File: config.mk
export PLATFORM = sky130hd
export DESIGN_NAME = pilha_dados_flat
export DESIGN_NICKNAME = d
export VERILOG_FILES = /design/src/rtl/pilha_dados_if.sv /design/src/rtl/pilha_dados.sv /design/src/flat_wrapper.sv
export SDC_FILE = /design/constraint.sdc
export NUM_CORES = 1
export LEC_CHECK = 0
export CORE_ASPECT_RATIO = 0.7
export CORE_MARGIN = 5
export CORE_UTILIZATION = 50
export DETAILED_ROUTE_END_ITERATION = 16
export GPL_TIMING_DRIVEN = 0
export PLACE_DENSITY = 0.68
export SYNTH_ARGS = -nofsm -noshare
export SYNTH_HDL_FRONTEND = slang
export SYNTH_SLANG_ARGS = --single-unit
File: constraint.sdc
create_clock -name clock -period 8.4 [get_ports clock]
set_input_delay 1.26 -clock clock [delete_from_list [all_inputs] [get_ports clock]]
set_output_delay 1.26 -clock clock [all_outputs]
set_load 0.01 [all_outputs]
File: src/rtl/pilha_dados_if.sv
// Command/status bundle between the control unit and the pilha_dados data stack.
// pilha_wren is the only valid strobe; there is no ready, so every strobed command is taken on that edge.
interface pilha_dados_if #(
  parameter int WIDTH = 16,
  parameter int DEPTH = 16
) ();
  localparam int CW = $clog2(DEPTH + 1);

  logic             pilha_wren;
  logic             controle_pilha;
  logic             ula_wb;
  logic [WIDTH-1:0] data_pilha;
  logic [WIDTH-1:0] topo;
  logic [WIDTH-1:0] segundo;
  logic [CW-1:0]    contagem;
  logic             vazio;
  logic             cheio;
  logic             erro;

  modport master (
    output pilha_wren, controle_pilha, ula_wb, data_pilha,
    input  topo, segundo, contagem, vazio, cheio, erro
  );

  modport slave (
    input  pilha_wren, controle_pilha, ula_wb, data_pilha,
    output topo, segundo, contagem, vazio, cheio, erro
  );
endinterface

File: src/rtl/pilha_dados.sv
// Data stack: top two entries in registers, deeper entries in a circular array of DEPTH-2 words.
// Define PILHA_GUARD_EN to reject illegal commands and flag erro; otherwise illegal commands saturate.
module pilha_dados #(
  parameter int WIDTH = 16,
  parameter int DEPTH = 16
) (
  input  logic          clock,
  input  logic          reset,
  pilha_dados_if.slave  bus
);
  localparam int AD = DEPTH - 2;
  localparam int PW = (AD > 1) ? $clog2(AD) : 1;
  localparam int CW = $clog2(DEPTH + 1);
  localparam int SW = CW + 1;

  logic [WIDTH-1:0] topo_q, topo_d;
  logic [WIDTH-1:0] seg_q, seg_d;
  logic [CW-1:0]    cnt_q, cnt_d;
  logic [PW-1:0]    base_q, base_d;
  logic             erro_q, erro_d;

  logic [WIDTH-1:0] mem [AD];
  logic             mem_we;
  logic [PW-1:0]    wr_idx, rd_idx;
  logic [SW-1:0]    wr_sum, rd_sum;
  logic [WIDTH-1:0] newest;
  logic             is_push, is_pop, is_wb;
  logic             vazio, cheio;

  assign vazio   = (cnt_q == '0);
  assign cheio   = (cnt_q == CW'(DEPTH));
  assign is_wb   = bus.pilha_wren & bus.ula_wb;
  assign is_push = bus.pilha_wren & ~bus.ula_wb & bus.controle_pilha;
  assign is_pop  = bus.pilha_wren & ~bus.ula_wb & ~bus.controle_pilha;

  // Array slot for the word leaving segundo is base+cnt-2; the newest array word sits at base+cnt-3.
  // On a full push this wraps onto base itself, which is exactly the oldest word being overwritten.
  assign wr_sum = SW'(base_q) + SW'(cnt_q) - SW'(2);
  assign rd_sum = SW'(base_q) + SW'(cnt_q) - SW'(3);
  assign wr_idx = (wr_sum >= SW'(AD)) ? PW'(wr_sum - SW'(AD)) : PW'(wr_sum);
  assign rd_idx = (rd_sum >= SW'(AD)) ? PW'(rd_sum - SW'(AD)) : PW'(rd_sum);
  assign newest = (cnt_q >= CW'(3)) ? mem[rd_idx] : '0;

`ifdef PILHA_GUARD_EN
  logic illegal;
  assign illegal = (is_push & cheio) | (is_pop & vazio) | (is_wb & (cnt_q < CW'(2)));
`endif

  always_comb begin
    topo_d = topo_q;
    seg_d  = seg_q;
    cnt_d  = cnt_q;
    base_d = base_q;
    erro_d = erro_q;
    mem_we = 1'b0;
`ifdef PILHA_GUARD_EN
    if (illegal) begin
      erro_d = 1'b1;
    end else if (is_wb) begin
      topo_d = bus.data_pilha;
      seg_d  = newest;
      cnt_d  = cnt_q - CW'(1);
    end else if (is_push) begin
      mem_we = (cnt_q >= CW'(2));
      seg_d  = topo_q;
      topo_d = bus.data_pilha;
      cnt_d  = cnt_q + CW'(1);
    end else if (is_pop) begin
      topo_d = seg_q;
      seg_d  = newest;
      cnt_d  = cnt_q - CW'(1);
    end
`else
    if (is_wb) begin
      topo_d = bus.data_pilha;
      if (cnt_q >= CW'(2)) begin
        seg_d = newest;
        cnt_d = cnt_q - CW'(1);
      end else begin
        cnt_d = CW'(1);
      end
    end else if (is_push) begin
      mem_we = (cnt_q >= CW'(2));
      seg_d  = topo_q;
      topo_d = bus.data_pilha;
      // Full: drop the oldest word by advancing base; the count saturates at DEPTH.
      if (cheio) begin
        base_d = (base_q == PW'(AD - 1)) ? '0 : base_q + PW'(1);
      end else begin
        cnt_d = cnt_q + CW'(1);
      end
    end else if (is_pop && !vazio) begin
      topo_d = seg_q;
      seg_d  = newest;
      cnt_d  = cnt_q - CW'(1);
    end
`endif
  end

  always_ff @(posedge clock or negedge reset) begin
    if (!reset) begin
      topo_q <= '0;
      seg_q  <= '0;
      cnt_q  <= '0;
      base_q <= '0;
      erro_q <= 1'b0;
    end else begin
      topo_q <= topo_d;
      seg_q  <= seg_d;
      cnt_q  <= cnt_d;
      base_q <= base_d;
      erro_q <= erro_d;
    end
  end

  // Array words are only read while they are live, so they need no reset.
  always_ff @(posedge clock) begin
    if (mem_we) mem[wr_idx] <= seg_q;
  end

  assign bus.topo     = topo_q;
  assign bus.segundo  = seg_q;
  assign bus.contagem = cnt_q;
  assign bus.vazio    = vazio;
  assign bus.cheio    = cheio;
  assign bus.erro     = erro_q;
endmodule

File: src/flat_wrapper.sv
// flat-port wrapper written by rule: the top's interface ports become plain ports
module pilha_dados_flat 
#(
  parameter int WIDTH = 16,
  parameter int DEPTH = 16
)
  (clock, reset, bus_pilha_wren, bus_controle_pilha, bus_ula_wb, bus_data_pilha, bus_topo, bus_segundo, bus_contagem, bus_vazio, bus_cheio, bus_erro);
  pilha_dados_if #(.WIDTH(WIDTH), .DEPTH(DEPTH)) bus_i ();
  input  logic clock;
  input  logic reset;
  input wire logic [$bits(bus_i.pilha_wren)-1:0] bus_pilha_wren;
  input wire logic [$bits(bus_i.controle_pilha)-1:0] bus_controle_pilha;
  input wire logic [$bits(bus_i.ula_wb)-1:0] bus_ula_wb;
  input wire logic [$bits(bus_i.data_pilha)-1:0] bus_data_pilha;
  output wire logic [$bits(bus_i.topo)-1:0] bus_topo;
  output wire logic [$bits(bus_i.segundo)-1:0] bus_segundo;
  output wire logic [$bits(bus_i.contagem)-1:0] bus_contagem;
  output wire logic [$bits(bus_i.vazio)-1:0] bus_vazio;
  output wire logic [$bits(bus_i.cheio)-1:0] bus_cheio;
  output wire logic [$bits(bus_i.erro)-1:0] bus_erro;
  assign bus_i.pilha_wren = bus_pilha_wren;
  assign bus_i.controle_pilha = bus_controle_pilha;
  assign bus_i.ula_wb = bus_ula_wb;
  assign bus_i.data_pilha = bus_data_pilha;
  assign bus_topo = bus_i.topo;
  assign bus_segundo = bus_i.segundo;
  assign bus_contagem = bus_i.contagem;
  assign bus_vazio = bus_i.vazio;
  assign bus_cheio = bus_i.cheio;
  assign bus_erro = bus_i.erro;
  pilha_dados #(.WIDTH(WIDTH), .DEPTH(DEPTH)) u_core (.clock(clock), .reset(reset), .bus(bus_i));
endmodule
### Word-level counts from Yosys, hierarchy flattened

Memories as Yosys holds them, arrays and structs flattened.
Index checks and enable logic that the tools add are counted.

| word-level totals | value |
|---|---|
| register bits | 41 |
| bits in writable memories | 224 |
| memories | 1 |

Memories:

| memory | depth | bits a word | rd ports | clocked after memory_dff | write ports | RTL line | text |
|---|---|---|---|---|---|---|---|
| u_core.mem | 14 | 16 | 1 | 0 | 1 | pilha_dados.sv:22 | `logic [WIDTH-1:0] mem [AD];` |

| cells by class | value |
|---|---|
| add/sub/neg operators | 8 |
| magnitude comparators | 4 |
| eq/ne operators | 4 |
| multiplexer cells | 20 |
| bitwise operators | 7 |
| reduce and logical (&&, ||, !) cells | 7 |

Operator list:

| kind | count |
|---|---|
| $mux W16 | 8 |
| $mux W5 | 5 |
| $ge A6 B4 Y1 const B | 2 |
| $mux W4 | 3 |
| $sub A6 B2 Y6 const B | 2 |
| $ge A5 B2 Y1 const B | 2 |
| $sub A4 B4 Y4 const B | 2 |
| $add A4 B5 Y6 | 1 |
| $add A5 B1 Y5 const B | 1 |
| $eq A5 B5 Y1 const B | 1 |
| $logic_not A5 Y1 | 1 |
| $sub A5 B1 Y5 const B | 1 |
| $add A4 B1 Y4 const B | 1 |
| $and A1 B1 Y1 | 4 |
| $eq A4 B4 Y1 const B | 1 |
| $mux W1 | 4 |
| $reduce_and A2 Y1 | 2 |
| $ne A3 B3 Y1 const B | 1 |
| $not A1 Y1 | 3 |
| $reduce_and A3 Y1 | 1 |
| $reduce_bool A3 Y1 | 1 |
| $ne A2 B2 Y1 const B | 1 |
| $logic_and A1 B1 Y1 | 1 |
| $logic_not A1 Y1 | 1 |

### Logic depth before layout (Yosys ltp)

Gate-level depths: netlist (run 1).
An unclocked memory read counts as a cell.

| logic depth | value |
|---|---|
| word-level depth | 9 |
| depth in mapped cells | 17 |
| gate-level depth less buffers | 14 |

### Worst setup path before layout (run 1)

No wires, ideal clock.

| timing | value |
|---|---|
| path type | reg2reg |
| from | register u_core.cnt_q[0] (netlist: u_core.bus.contagem[0]) |
| to | memory u_core.mem[7][0] (enable) |
| library setup time | 0.409 ns |
| data arrival time | 4.157 ns |
| required time | 7.991 ns |
| path slack | 3.833 ns |
| cell stages (with the launch flop) | 13 |
| path buffers | 0 |
| path through | dfrtp_1 -> ha_1 -> fa_1 -> xor2_2 -> inv_2 -> ha_1 -> nand2b_1 -> a211oi_1 -> nor2_1 -> nor2b_1 -> a31o_2 -> a31oi_1 -> nor3_1 |

| on the way | value |
|---|---|
| word-level cells in the longest chain between the ends | 5 |

Ends and longest elaborated chain:

| element | RTL line | text |
|---|---|---|
| start: declaration | pilha_dados.sv:18 | `logic [CW-1:0] cnt_q, cnt_d;` |
| start signal: assignment | pilha_dados.sv:110 | `cnt_q <= cnt_d;` |
| branches (longest 5 deep; another with $add A4 B5 Y6) | -- |  |
| end: declaration | pilha_dados.sv:22 |  |

Parallel ways; which one is timed is not known.

### Worst setup path in the final report (run 1)

| timing | value |
|---|---|
| from | register u_core.cnt_q[0] (netlist: u_core.bus.contagem[0]) |
| to | register u_core.seg_q[9] (netlist: u_core.bus.segundo[9]) |

| on the way | value |
|---|---|
| word-level cells in the longest chain between the ends | 9 |

Ends and longest elaborated chain:

| element | RTL line | text |
|---|---|---|
| $add A4 B5 Y6 | pilha_dados.sv:39 | `assign rd_sum = SW'(base_q) + SW'(cnt_q) - SW'(3);` |
| $sub A6 B2 Y6 | pilha_dados.sv:39 |  |
| $ge A6 B4 Y1 or $sub A4 B4 Y4 (tied branches) | pilha_dados.sv:41 | `assign rd_idx = (rd_sum >= SW'(AD)) ? PW'(rd_sum - SW'(AD)) : PW'(rd_sum);` |
| $mux W4 | pilha_dados.sv:41 |  |
| $mem_v2 Z14 W16 | -- |  |
| $mux W16 | pilha_dados.sv:42 | `assign newest = (cnt_q >= CW'(3)) ? mem[rd_idx] : '0;` |
| $mux W16 | pilha_dados.sv:92 | `end else if (is_pop && !vazio) begin` |
| $mux W16 | pilha_dados.sv:82 | `end else if (is_push) begin` |
| $mux W16 | pilha_dados.sv:74 | `if (is_wb) begin` |
| end signal: assignment | pilha_dados.sv:109 | `seg_q <= seg_d;` |
| end: declaration | pilha_dados.sv:17 | `logic [WIDTH-1:0] seg_q, seg_d;` |

Several ways; a longest one is shown, not always the timed one. The select of a mux whose other input is x is not followed.
A chain may end at the register's enable or synchronous reset.

==> impl_metrics.env, run 1 <==
export IMPL_drtAntennaViolNets=0
export IMPL_gr_total_overflow=0
export IMPL_finalHoldViolations=0
export IMPL_cts_buffers=27
export IMPL_cts_resized=0
export IMPL_rows=52
export IMPL_grt_pass1_vias=11671
export IMPL_maxCapViolCount=0
export IMPL_drt_iter0_markers=2020
export IMPL_relSlewSlack_pct=21.3
export IMPL_clockBufferDepth=3
export IMPL_slowest_delay_ns=0.66
export IMPL_coreArea_um2=28800
export IMPL_ys_ff_latch=265
export IMPL_final_nets=1504
export IMPL_insertion_delay_ns=0.57
export IMPL_cts_sinks=265
export IMPL_routed_wl_um=48800
export IMPL_syn_to_final_growth_pct=14.2
export IMPL_initial_core_util_pct=50.6
export IMPL_ioPinCount=61
export IMPL_crit_path_max_fanout=10
export IMPL_synth_avg_cell_area_um2=10.6
export IMPL_die_w_um=214
export IMPL_required_ns=8.83
export IMPL_post_cts_buffers=0
export IMPL_dr_pass1_iters=6
export IMPL_end_kind="flip-flop"
export IMPL_clkTransAtPathRegs_ns=0.06
export IMPL_r2r_start="u_core.bus.contagem[0]"
export IMPL_globalplace_congestion=0.953
export IMPL_wl_per_cell_um=26.2
export IMPL_slew_viol_final=0
export IMPL_status="finished, final reports clean"
export IMPL_startpoint_type="flip-flop"
export IMPL_final_layout_size_suffix_gt1_share_pct=7.86
export IMPL_cts_root_buf="clkbuf_16"
export IMPL_synth_edff_count=224
export IMPL_criticalPathCategory="reg -> reg"
export IMPL_hold_buffers=0
export IMPL_yosys_warnings=0
export IMPL_crit_chain="ha_1 > fa_1 > xor2_2 > inv_2 > ha_1 > nand2_1 > a21boi_1 > nand2_1 > nor4_1 > buf_2 > or3_1 > buf_2 > clkbuf_1 > o2111ai_1 > a21oi_1 > o21ai_1"
export IMPL_final_period_utilization_pct=65.0
export IMPL_skew_ns=0.0158
export IMPL_yosysUniqueCellTypes=81
export IMPL_hold_path_class="reg -> reg"
export IMPL_diodes=0
export IMPL_setup_viol=0
export IMPL_die_area_um2=32700
export IMPL_cts_tree="done"
export IMPL_tns_ns=0
export IMPL_worst_ep_arrival_time_ns=5.90
export IMPL_fmax_mhz=183
export IMPL_drc=0
export IMPL_avgViaCountPerCell=6.77
export IMPL_period_minus_slack_ns=5.46
export IMPL_n_fill_cell=2437
export IMPL_htree_levels=1
export IMPL_vias=12631
export IMPL_yosysSeqAreaShare_pct=53.2
export IMPL_hold_path_startpoint="u_core.bus.topo[6]"
export IMPL_syn_nets=1406
export IMPL_startpoint="u_core.bus.contagem[0]"
export IMPL_instances_no_fill=1867
export IMPL_rrSetupSlack_ns=2.94
export IMPL_worstMarginPinSlew_ns=1.18
export IMPL_async_reset_ff_share_pct=15.5
export IMPL_rsz0062_at_grt="no"
export IMPL_synthFlopType="edfxtp_1"
export IMPL_syn_area_um2=14600
export IMPL_fp_dieH_um=153
export IMPL_io_buffers=59
export IMPL_grt_usage_pct=28.6
export IMPL_crit_path_top_delay_cell="nor4_1"
export IMPL_place_hpwl_um=33400
export IMPL_post_place_cells=1816
export IMPL_postSynthCellCount=1370
export IMPL_grt_start_max_net_pins=27
export IMPL_grt_pass1_wl_um=72800
export IMPL_grt_antenna_before_repair=1
logic make-up (layout without fill, tap and decap cells):
kind of cell | Yosys count | in the layout | share of synthesized area [%]
simple gates | 418 | 418 | 14.5
compound gates | 414 | 414 | 20.8
flops | 265 | 265 | 53.2
buf+inv | 191 | 310 | 5.34
mux | 58 | 58 | 4.13
fa+ha+maj | 15 | 15 | 1.34
xor+xnor | 8 | 8 | 0.635
other cells | 1 | 1 | 0.0257
per-layer routing:
metal | vias to the layer above | wire length (µm) | part of all wire, % | track usage, %
met4 | 0 | 1220 | 2.5 | 6.90
met3 | 98 | 6420 | 13 | 7.18
li1 | 5499 | - | - | -
met1 | 6189 | 21000 | 43 | 44.2
met5 | - | 0 | 0 | 0
met2 | 845 | 20200 | 41 | 40.8
critical path, delay by kind of cell, from the launching register on:
| kind | cells | cell delay, ns |
|---|---|---|
| XOR/XNOR | 1 | 0.39 |
| adder cells (fa/ha/maj) | 3 | 0.96 |
| AND/OR/NAND/NOR | 4 | 1.17 |
| buffers and inverters | 4 | 1.28 |
| flip-flops | 1 | 0.46 |
| AO/OA/AOI/OAI | 4 | 1.06 |
flip-flops by register name, indices dropped and copies added, names as in the netlist:
register             flops
u_core.bus.segundo      16
u_core.base_q            4
u_core.mem             224
u_core.bus.contagem      5
u_core.bus.topo         16
per-stage QoR:
step / instance area (µm²) / util (%) / worst slack [ns] / hold slack [ns]
5_1_grt: 16600 / 57.7 / 2.68 / 0.573
6_report: 16600 / 57.7 / 2.94 / 0.519
2_1_floorplan: 14600 / - / 3.83 / 0.503
3_3_place_gp: 15600 / 54.2 / 2.79 / 0.512
4_1_cts: 16600 / 57.7 / 3.11 / 0.529
3_5_place_dp: 15800 / 54.8 / 3.04 / 0.516
placed cells by master, fill, tap and decap left out, types with 13 or more instances in the layout:
master and instances:
a211o_1 16, a21oi_1 74, a221o_1 28, a22o_1 45, a22oi_1 18, and2_1 21
buf_2 17, clkbuf_1 94, clkbuf_16 27, clkdlybuf4s50_1 58, dfrtp_1 41, edfxtp_1 224
ha_1 14, inv_1 80, mux2i_1 50, nand2_1 162, nand3_1 13, nand4_1 30
nor2_1 49, nor2b_1 17, nor4_1 59, o2111a_1 14, o2111ai_1 17, o21a_1 14
o21ai_0 72, o21ai_1 19, o22ai_1 17, o32ai_1 15, or4_1 18
final timing paths:
| path | to | cells past startpoint |
|---|---|---|
| max | u_core.bus.segundo[9] | 16 |
| min in group asynchronous | u_core.bus.segundo[0] | 1 |
| max in group asynchronous | u_core.bus.segundo[9] | 2 |
| max reg2reg | u_core.bus.segundo[9] | 16 |
| min reg2reg | u_core.bus.topo[6] | 2 |
| min | u_core.bus.topo[6] | 2 |
synthesized netlist by cell type (21+ instances only):
cell type,instances,area (µm²)
inv_1,80,300
nor2b_1,22,138
nand4_1,30,188
a221o_1,28,280
clkbuf_1,84,315
nand2_1,162,608
nor4_1,59,369
o21ai_0,72,360
mux2i_1,50,500
a21oi_1,74,370
dfrtp_1,41,1030
and2_1,21,131
nor2_1,53,199
edfxtp_1,224,6730
a22o_1,45,394
final cells by class:
class                   count  area [µm²]  share of cell area [%]
flip-flops and latches    265        7750                    46.6
multi-input cells         914        6070                    36.5
clock buffers              40         754                    4.53
repair buffers             69         723                    4.34
plain buffers             110         474                    2.85
well taps                 378         473                    2.84
inverters                  81         304                    1.83
clock inverters            10        95.1                   0.571
Power of run 1 is not shown: default switching activity piles up to over one toggle a cycle in this logic, so the estimate is an artifact.
==> inputs of run 2 (changes only) <==
--- a/config.mk
+++ b/config.mk
@@ -10,7 +10,7 @@
 export CORE_UTILIZATION = 50
 export DETAILED_ROUTE_END_ITERATION = 16
 export GPL_TIMING_DRIVEN = 0
-export PLACE_DENSITY = 0.68
+export PLACE_DENSITY = 0.7
 export SYNTH_ARGS = -nofsm -noshare
 export SYNTH_HDL_FRONTEND = slang
 export SYNTH_SLANG_ARGS = --single-unit
==> constraint.sdc (replaced) <==
create_clock -name clock -period 5 [get_ports clock]
set_input_delay 0.75 -clock clock [delete_from_list [all_inputs] [get_ports clock]]
set_output_delay 0.75 -clock clock [all_outputs]
set_load 0.01 [all_outputs]
==> impl_metrics.env, run 2 (same netlist as run 1, synthesis figures left out) <==
export IMPL_status="finished, final reports clean"
export IMPL_top_register="u_core.mem"
export IMPL_skew_ns=0.00785
export IMPL_largest_reg_flops=224
export IMPL_criticalPathCategory="reg -> reg"
export IMPL_cts_buffers=27
export IMPL_diodes=0
export IMPL_post_place_cells=1815
export IMPL_final_common_cell="edfxtp_1"
export IMPL_avgViaCountPerCell=6.83
export IMPL_maxCapViolCount=0
export IMPL_rows=52
export IMPL_final_layout_size_suffix_gt1_share_pct=9.40
export IMPL_dr_pass1_iters=6
export IMPL_instances_no_fill=1867
export IMPL_setup_viol=0
export IMPL_holdWs_ns=0.136
export IMPL_insertion_delay_ns=0.57
export IMPL_layout_common_cells="224 x edfxtp_1, 162 x nand2_1, 80 x inv_1, 77 x clkbuf_1, 74 x a21oi_1"
export IMPL_crit_path_max_fanout=10
export IMPL_initial_core_util_pct=50.6
export IMPL_cts_tree="done"
export IMPL_cts_sinks=265
export IMPL_drc=0
export IMPL_required_ns=5.43
export IMPL_ioPinCount=61
export IMPL_final_period_utilization_pct=98.3
export IMPL_die_area_um2=32700
export IMPL_place_hpwl_um=32800
export IMPL_grt_antenna_before_repair=1
export IMPL_drtAntennaViolNets=0
export IMPL_r2r_start="u_core.bus.contagem[0]"
export IMPL_relSlewSlack_pct=31.2
export IMPL_clockBufferDepth=3
export IMPL_grt_usage_pct=28.4
export IMPL_final_nets=1505
export IMPL_die_w_um=214
export IMPL_ff2ff_path_depth=15
export IMPL_end_kind="flip-flop"
export IMPL_rrSetupSlack_ns=0.08
export IMPL_hold_buffers=0
export IMPL_period_minus_slack_ns=4.92
export IMPL_startpoint_type="flip-flop"
export IMPL_htree_levels=1
export IMPL_gr_total_overflow=0
export IMPL_grt_pass1_vias=11736
export IMPL_worstMarginPinSlew_ns=1.03
export IMPL_worst_ep_arrival_time_ns=5.35
export IMPL_clkTransAtPathRegs_ns=0.07
export IMPL_slew_viol_final=0
export IMPL_fp_dieH_um=153
export IMPL_fmax_mhz=203
export IMPL_grt_start_max_net_pins=28
export IMPL_io_buffers=59
export IMPL_finalHoldViolations=0
export IMPL_globalplace_congestion=0.948
export IMPL_syn_to_final_growth_pct=15.0
export IMPL_wl_per_cell_um=25.9
export IMPL_rr_endpoint="u_core.bus.segundo[12]"
export IMPL_hold_path_class="in -> async"
export IMPL_grt_pass1_wl_um=72600
export IMPL_cts_root_buf="clkbuf_16"
export IMPL_vias=12756
export IMPL_coreArea_um2=28800
export IMPL_drt_iter0_markers=1678
export IMPL_routed_wl_um=48400
run 2: cell count changes in the layout (fill, tap and decap cells not counted), sizes merged:
cell / delta
inv: +1
buf: +2
clkinv: +6
clkinvlp: +1
clkbuf: -11
bufinv: +1
run 2: final cells by class:
class                      instances  area [µm²]
tap                              378         473
clock buffer                      30         687
fill                            2345       12100
timing repair buffer              70         726
clock inverter                    19         161
sequential                       265        7750
inverter                          81         304
multi-input combinational        914        6170
buffer                           110         487
run 2: through the flow:
| step | setup WS, ns | util, % | instance area (µm²) | TNS [ns] |
|---|---|---|---|---|
| 2_1_floorplan | 0.433 | - | 14600 | 0 |
| 3_3_place_gp | -0.597 | 54.2 | 15600 | -44.74 |
| 3_5_place_dp | -0.280 | 54.7 | 15800 | -2.06 |
| 4_1_cts | -0.00697 | 57.8 | 16700 | -0.00697 |
| 5_1_grt | -0.00457 | 58.1 | 16800 | -0.00459 |
| 6_report | 0.0836 | 58.1 | 16800 | 0 |
run 2: worst max-delay path by stage:
stage	start	cells past startpoint	end	slack, ns
2_1_floorplan	u_core.bus.contagem[0]	12	u_core.mem[7][0]	0.43
3_3_place_gp	u_core.bus.contagem[0]	12	u_core.mem[7][13]	-0.60
3_5_place_dp	u_core.bus.contagem[0]	16	u_core.bus.segundo[6]	-0.28
4_1_cts	u_core.bus.contagem[0]	14	u_core.bus.segundo[6]	-0.007
5_1_grt	u_core.bus.contagem[0]	15	u_core.bus.segundo[8]	-0.005
6_report	u_core.bus.contagem[0]	15	u_core.bus.segundo[12]	0.08
run 2: what timing repair did:
action	in CTS	in global routing
buffers inserted	1	2
pin swaps	1	1
gates resized for setup	8	23
endpoints found under the setup margin	14	124
run 2: critical path: stages (launching register included):
cell	delay [ns]
dfrtp_1	0.46
ha_1	0.28
fa_2	0.66
inv_1	0.16
ha_1	0.24
o21ai_0	0.32
a32oi_2	0.20
o22a_4	0.31
nor4_2	0.36
buf_2	0.34
or3_1	0.18
buf_2	0.30
clkbuf_2	0.31
o2111ai_1	0.24
a21oi_1	0.31
o21ai_1	0.12
run 2: metal layers:
metal / track usage [%] / share of wire [%] / vias up
met1: 43.5 / 42 / 6257
met3: 7.73 / 13 / 111
met5: 0 / 0 / -
met2: 40.2 / 42 / 889
met4: 6.96 / 2.6 / 0
li1: - / - / 5499
Power of run 2 is left out for the same reason.
